## src/rtl/mem_report_tx.sv

```systemverilog
// mem_report_tx: consumes the memory manager's received-number handshake,
// acknowledges each report and serialises it as a UART byte frame:
//   header (MSG_ID_WRONG / MSG_ID_REPLACED), addr bytes MSB-first, data bytes MSB-first.
// Optional build macro MEM_REPORT_OVERRUN_MSG_EN adds a one-byte overrun message
// (MSG_ID_OVERRUN) sent once per rising edge of mem_received_overrun.
//
// state   | meaning
// --------+----------------------------------------------------------
// IDLE    | waiting for a report (or pending overrun)
// HEADER  | presenting the header byte; ack pulses on the entry cycle
// PAYLOAD | presenting addr/data bytes, idx_q selects the byte
// OVR     | presenting the single overrun byte (macro build only)
module mem_report_tx #(
  parameter int          ADDR_WIDTH      = 8,
  parameter int          DATA_WIDTH      = 16,
  parameter logic [7:0]  MSG_ID_WRONG    = 8'h10,
  parameter logic [7:0]  MSG_ID_REPLACED = 8'h11,
  parameter logic [7:0]  MSG_ID_OVERRUN  = 8'h12
) (
  input  logic                             clk,
  input  logic                             reset,
  input  logic [ADDR_WIDTH+DATA_WIDTH-1:0] mem_received_num,
  input  logic                             mem_received_replaced,
  input  logic                             mem_received_valid,
  input  logic                             mem_received_overrun,
  output logic                             mem_received_ack,
  output logic [7:0]                       tx_data,
  output logic                             tx_valid,
  input  logic                             tx_ready,
  output logic                             busy
);

  localparam int AB = (ADDR_WIDTH + 7) / 8;
  localparam int DB = (DATA_WIDTH + 7) / 8;
  localparam int NB = AB + DB;
  localparam int PW = NB * 8;
  localparam int IW = $clog2(1 + NB);

  typedef enum logic [1:0] {
    IDLE    = 2'd0,
    HEADER  = 2'd1,
    PAYLOAD = 2'd2,
    OVR     = 2'd3
  } state_t;

  state_t                           state_q, state_d;
  logic [ADDR_WIDTH+DATA_WIDTH-1:0] num_q;
  logic                             replaced_q;
  logic [IW-1:0]                    idx_q;
  logic                             ack_q;
  logic                             take;
  logic                             ovr_go;
  logic [AB*8-1:0]                  addr_ext;
  logic [DB*8-1:0]                  data_ext;
  logic [PW-1:0]                    payload;
  logic [7:0]                       byte_sel;

`ifdef MEM_REPORT_OVERRUN_MSG_EN
  logic ovr_prev_q;
  logic ovr_pend_q;

  // Edge-detect the sticky overrun flag; a rise during a frame waits in ovr_pend_q.
  always_ff @(posedge clk or posedge reset) begin
    if (reset) begin
      ovr_prev_q <= 1'b0;
      ovr_pend_q <= 1'b0;
    end else begin
      ovr_prev_q <= mem_received_overrun;
      if (mem_received_overrun && !ovr_prev_q)
        ovr_pend_q <= 1'b1;
      else if (state_q == OVR && tx_ready)
        ovr_pend_q <= 1'b0;
    end
  end

  assign ovr_go = ovr_pend_q;
`else
  logic [8:0] unused_overrun;
  assign unused_overrun = {mem_received_overrun, MSG_ID_OVERRUN};
  assign ovr_go = 1'b0;
`endif

  // State register.
  always_ff @(posedge clk or posedge reset) begin
    if (reset) state_q <= IDLE;
    else       state_q <= state_d;
  end

  // Next-state and byte-stream outputs.
  always_comb begin
    state_d  = state_q;
    tx_valid = 1'b0;
    tx_data  = 8'h00;
    take     = 1'b0;
    case (state_q)
      IDLE: begin
        if (ovr_go) begin
          state_d = OVR;
        end else if (mem_received_valid) begin
          take    = 1'b1;
          state_d = HEADER;
        end
      end
      HEADER: begin
        tx_valid = 1'b1;
        tx_data  = replaced_q ? MSG_ID_REPLACED : MSG_ID_WRONG;
        if (tx_ready) state_d = PAYLOAD;
      end
      PAYLOAD: begin
        tx_valid = 1'b1;
        tx_data  = byte_sel;
        if (tx_ready && idx_q == IW'(NB - 1)) state_d = IDLE;
      end
`ifdef MEM_REPORT_OVERRUN_MSG_EN
      OVR: begin
        tx_valid = 1'b1;
        tx_data  = MSG_ID_OVERRUN;
        if (tx_ready) state_d = IDLE;
      end
`endif
      default: state_d = IDLE;
    endcase
  end

  // Capture the report, pulse ack on the HEADER entry cycle, and step the byte index.
  always_ff @(posedge clk or posedge reset) begin
    if (reset) begin
      num_q      <= '0;
      replaced_q <= 1'b0;
      ack_q      <= 1'b0;
      idx_q      <= '0;
    end else begin
      ack_q <= take;
      if (take) begin
        num_q      <= mem_received_num;
        replaced_q <= mem_received_replaced;
      end
      if (state_q == HEADER && tx_ready)
        idx_q <= '0;
      else if (state_q == PAYLOAD && tx_ready)
        idx_q <= idx_q + IW'(1);
    end
  end

  // Zero-extend the captured fields into the byte-aligned payload and pick the current byte.
  always_comb begin
    addr_ext = '0;
    data_ext = '0;
    addr_ext[ADDR_WIDTH-1:0] = num_q[ADDR_WIDTH+DATA_WIDTH-1:DATA_WIDTH];
    data_ext[DATA_WIDTH-1:0] = num_q[DATA_WIDTH-1:0];
    payload  = {addr_ext, data_ext};
    byte_sel = 8'h00;
    for (int i = 0; i < NB; i++) begin
      if (idx_q == IW'(i)) byte_sel = payload[(NB-1-i)*8 +: 8];
    end
  end

  assign mem_received_ack = ack_q;
  assign busy             = (state_q != IDLE);

endmodule

```

## config.mk

```make
export PLATFORM = sky130hd
export DESIGN_NAME = mem_report_tx
export DESIGN_NICKNAME = d
export VERILOG_FILES = /design/src/rtl/mem_report_tx.sv
export SDC_FILE = /design/constraint.sdc
export NUM_CORES = 1
export LEC_CHECK = 0
export CAP_MARGIN = 30
export CORE_ASPECT_RATIO = 1.25
export CORE_MARGIN = 3
export CORE_UTILIZATION = 48
export DETAILED_ROUTE_END_ITERATION = 6
export PLACE_DENSITY = 0.91
export SLEW_MARGIN = 20
export SYNTH_ARGS = -nofsm -noshare
export SYNTH_HDL_FRONTEND = slang
export SYNTH_SLANG_ARGS = --single-unit
export TNS_END_PERCENT = 30
```

## constraint.sdc

```tcl
create_clock -name clk -period 1.8 [get_ports clk]
set_input_delay 0.54 -clock clk [delete_from_list [all_inputs] [get_ports clk]]
set_output_delay 0.54 -clock clk [all_outputs]
set_load 0.01 [all_outputs]
```

Word level (Yosys, flattened, before mapping)
Index checks and enable logic that the tools add are counted.
Storage, ports and cells
  register bits: 30
  input bits: 30
  output and inout bits: 11
  logic and storage cells: 36
Cells by class
  add/subtract/negate cells: 1
  equal/unequal tests: 7
  mux-type cells: 14
  reductions and logical operators: 9
Operators with widths (count)
  8-bit 2-to-1 mux: 3
  8-bit one-hot mux with 2 select lines: 1
  2-bit 2-to-1 mux: 5
  2-bit != test, second input constant: 3
  2-bit one-hot mux with 3 select lines: 1
  2-bit by 1-bit equality test with 1-bit output, second input constant: 2
  2-bit equality test, second input constant: 2
  2-bit logical NOT: 2
  1-bit 2-to-1 mux: 4
  2-bit nonzero test: 2
  1-bit logical AND: 3
  3-bit AND reduction: 1
  2-bit by 1-bit adder with 2-bit output, second input constant: 1
  2-bit OR reduction: 1

Depth between registers and ports, before layout
Gate-level depths: netlist of run 1.
  word-level depth: 5
  gate-level depth with buffers: 6
  gate-level depth less buffers: 5

Worst setup path after synthesis of run 1
Ideal clock, no wire load.
  path type: flip-flop to output port
  start point: reg idx_q[0]
  end point: out tx_data[1]
  data arrival time: 1324 ps
  required time: 1260 ps
  slack: -64 ps
  stages on the path, launching flop included: 7
  path buffers: 1
  cell sequence: dfrtp_1 > inv_1 > ha_1 > buf_2 > inv_1 > nor2_1 > a211oi_1
On the way
  longest elaborated chain between the ends: 5
  elaborated cells on any way between the ends: 7
  classes of those cells: eq/ne: 2; mux: 4; reduce/logical: 1
RTL lines
  start, declared: line 49  | logic [IW-1:0] idx_q;
  start signal, assigned: line 141  | idx_q <= idx_q + IW'(1);
  2-bit logical NOT: line 154  | if (idx_q == IW'(i)) byte_sel = payload[(NB-1-i)*8 +: 8];
  8-bit 2-to-1 mux (2 in series): line 154
  8-bit 2-to-1 mux (*): line 154
  8-bit one-hot mux with 2 select lines (*): line 95  | case (state_q)
  end, declared: line 27  | output logic [7:0] tx_data,
Mark *: on every way between the ends. The rest lies on a longest branch, timed or not.

Final worst setup path of run 1
  start point: reg idx_q[0]
  end point: out tx_data[7]
The elaborated chain is that of the path after synthesis.

==> metrics.yaml, run 1 <==
yosys_warnings: 0
placed_area_um2: 2100
dieWidth_um: 56.9
io_pins: 41
p_leak_nw: 1.09
antenna_cells: 0
required_ns: 1.26
cts_buffers: 5
power.density_nw_per_um2: 1760
slew_viol_final: 0
clock_path_buffers: 2
grt_usage_pct: 21.0
tightest_slew_ns: 0.389
tritoncts: "yes"
grt_max_degree: 31
dpl.hpwl_um: 2730
drive_above_1_share_pct: 49.2
ys_ff_latch: 30
core_area_um2: 3030
cp_data_arrival_time_ns: 1.75
period_minus_slack_ns: 2.29
outcome: "complete, but fails checks"
grt_pass1_vias: 1332
fin_skew_ns: 0.00508
cp_cell_sequence: "buf_6, ha_4, buf_6, nand3b_1, a211oi_2, buf_2"
setup_viol: 9
grt_remaining_overflow: 0
final_hold_viol_count: 0
startpoint_type: "flip-flop"
failed_checks: "setup timing"
gp_congestion: 0.867
maxCapViolCount: 0
criticalPathCategory: "flip-flop to output port"
endpoint_kind: "output port"
worst_path_max_delay_cell: "dfrtp_1"
die_h_um: 69.6
syn_area_um2: 1550
critPathMaxFanout: 6
drc: 0
grt_pass1_wl_um: 6380
drt-wirelength-per-cell_um: 19.0
finalPower_w: 0.00409
cts_hold_buf: 0
ir_drop_mv: 1.14
finalCritPeriodShare_pct: 127
cts_max_level: 2
antenna_found_initial: 0
synthCells: 120
rsz0062_at_grt: "true"
wl_um: 4250
port_buffers: 39
dieArea_um2: 3960
clkSlewWorstSetupHoldPaths_ns: 0.09
fmax_mhz: 437
cpMostUsedCell: "buf_6"
ys_seq_area_share_pct: 48.3
syn_to_final_growth_pct: 49.7
drt_iter0_drc: 55
yosys.area_share.simple_pct: 7.09
rows: 22
synth_top_family_by_area: "multiplexers"
clkSinkCount: 30
clk_latency_ns: 0.33
synth_fa_ha_area_share_pct: 6.44
start_util_pct: 51.3
firstDrtPassIters: 4
netlist-cell-type-count: 22
ant_nets: 0
critPathBufInv: 3
worst_slack_ns: -0.490
synth_xor_area_share_pct: 0
hp-class: "flip-flop to flip-flop"
nets: 224
slowest_delay_ns: 0.41
postSynthNetCount: 158
syn_area_per_cell_um2: 12.9
vias: 1242
crit_family: "buffers and inverters"
relSlewSlack_pct: 74.1
cts-root-buf: "clkbuf_4"
synth.mux.area_fraction_pct: 24.2
synth-compound-area-share_pct: 9.50
final_cell_area_um2: 2330
via_per_inst: 5.57
## layer usage
| layer | global-route usage (%) | share of wire (%) | up-vias |
|---|---|---|---|
| met2 | 37.1 | 52 | 56 |
| met3 | 5.59 | 5.1 | 16 |
| li1 | - | - | 558 |
| met1 | 23.7 | 39 | 612 |
| met4 | 7.47 | 3.4 | 0 |
| met5 | 0 | 0 | - |
## path summary, 6_finish.rpt
kind	start	end	slack, ns	cells past startpoint
min in group asynchronous	reset	num_q[7]	0.58	3
worst max-delay path	idx_q[0]	tx_data[7]	-0.49	6
worst min register to register	num_q[4]	num_q[4]	0.52	1
worst min-delay path	num_q[4]	num_q[4]	0.52	1
max in group asynchronous	reset	num_q[21]	0.93	3
worst max register to register	state_q[1]	state_q[1]	0.11	7
## cell usage after synthesis
| library cell | count | area, um^2 |
|---|---|---|
| ha_1 | 8 | 100 |
| a221oi_1 | 4 | 35.0 |
| nand3b_1 | 5 | 37.5 |
| a211oi_1 | 4 | 30.0 |
| nor2b_2 | 1 | 8.76 |
| buf_2 | 2 | 10.0 |
| nand2_1 | 4 | 15.0 |
| buf_6 | 2 | 22.5 |
| o21ai_1 | 1 | 5.00 |
| o21ai_0 | 4 | 20.0 |
| mux2_4 | 19 | 285 |
| nand3_1 | 1 | 5.00 |
| o21bai_1 | 1 | 7.51 |
| nor3_1 | 2 | 10.0 |
| a21oi_1 | 4 | 20.0 |
| nor2_1 | 6 | 22.5 |
| o211ai_1 | 2 | 15.0 |
| dfrtp_1 | 30 | 751 |
| nand2_4 | 1 | 11.3 |
| inv_1 | 10 | 37.5 |
| o221ai_2 | 1 | 15.0 |
| mux2_2 | 8 | 90.1 |
## through the flow
step	setup TNS, ns	hold slack, ns	utilization (%)	std cells	setup WS [ns]
finish	-3.71	0.521	76.8	223	-0.490
global route	-4.27	0.531	76.8	223	-0.550
CTS	-3.31	0.522	75.0	220	-0.501
detailed placement	-4.95	0.500	69.4	207	-0.657
global placement	-4.57	0.497	69.4	207	-0.600
floorplan	-0.394	0.474	-	120	-0.0641
## timing repair
action / 4_1_cts / 5_1_grt
setup buffers: 5 / 3
resized for setup: 65 / 8
pin swaps: 9 / 4
setup endpoints to repair: 10 / 10
## cell families after synthesis
group                      after synthesis
AOI/OAI and AO/OA                       21
adders and majority gates                8
buffers and inverters                   14
muxes                                   27
DFF                                     30
and+or+nand+nor                         20
## state kept, by name, indices dropped and copies added (netlist names)
name,flops
num_q,24
replaced_q,1
mem_received_ack,1
idx_q,2
state_q,2
## area by class of cell
cell class	instances	area (um^2)
timing repair buffer	63	567
clock buffer	8	78.8
sequential	30	751
inverter	10	37.5
tap	36	45.0
multi-input combinational	76	847
fill	197	702
## cell usage in the layout (no fill, tap or decap)
cell type        instances
ha_4                     3
o21ai_1                  2
a21oi_1                  4
buf_12                   2
o21ai_0                  3
a221oi_4                 1
ha_2                     1
mux2_4                  19
o221ai_2                 1
ha_1                     4
buf_6                    5
nand2_1                  3
o21bai_1                 1
a221oi_2                 3
o211ai_1                 2
buf_4                   18
nand2_2                  1
nand3b_1                 5
inv_2                    5
nor2b_4                  1
clkdlybuf4s50_1         29
nand2_4                  1
dfrtp_1                 30
mux2_2                   8
clkbuf_8                 3
inv_1                    5
buf_2                    9
nor3_2                   2
nor2_1                   6
nand3_1                  1
a211oi_2                 4
clkbuf_4                 5
## power breakdown
group          internal [W]  leakage (nW)  switching, W  total, W
registers           0.00101         0.358      0.000258   0.00127
clock network      0.000267        0.0446      0.000222  0.000489
logic               0.00138         0.684      0.000959   0.00233
total               0.00265          1.09       0.00144   0.00409
(Power assumes the default switching activity.)
==> run 2: changes to the inputs <==
--- a/config.mk
+++ b/config.mk
@@ -9,6 +9,7 @@
 export CORE_ASPECT_RATIO = 1.25
 export CORE_MARGIN = 3
 export CORE_UTILIZATION = 48
+export CTS_CLUSTER_SIZE = 8
 export DETAILED_ROUTE_END_ITERATION = 6
 export PLACE_DENSITY = 0.91
 export SLEW_MARGIN = 20
==> results of run 2 <==
The final DEF is identical to that of run 1; final timing and power are the same.
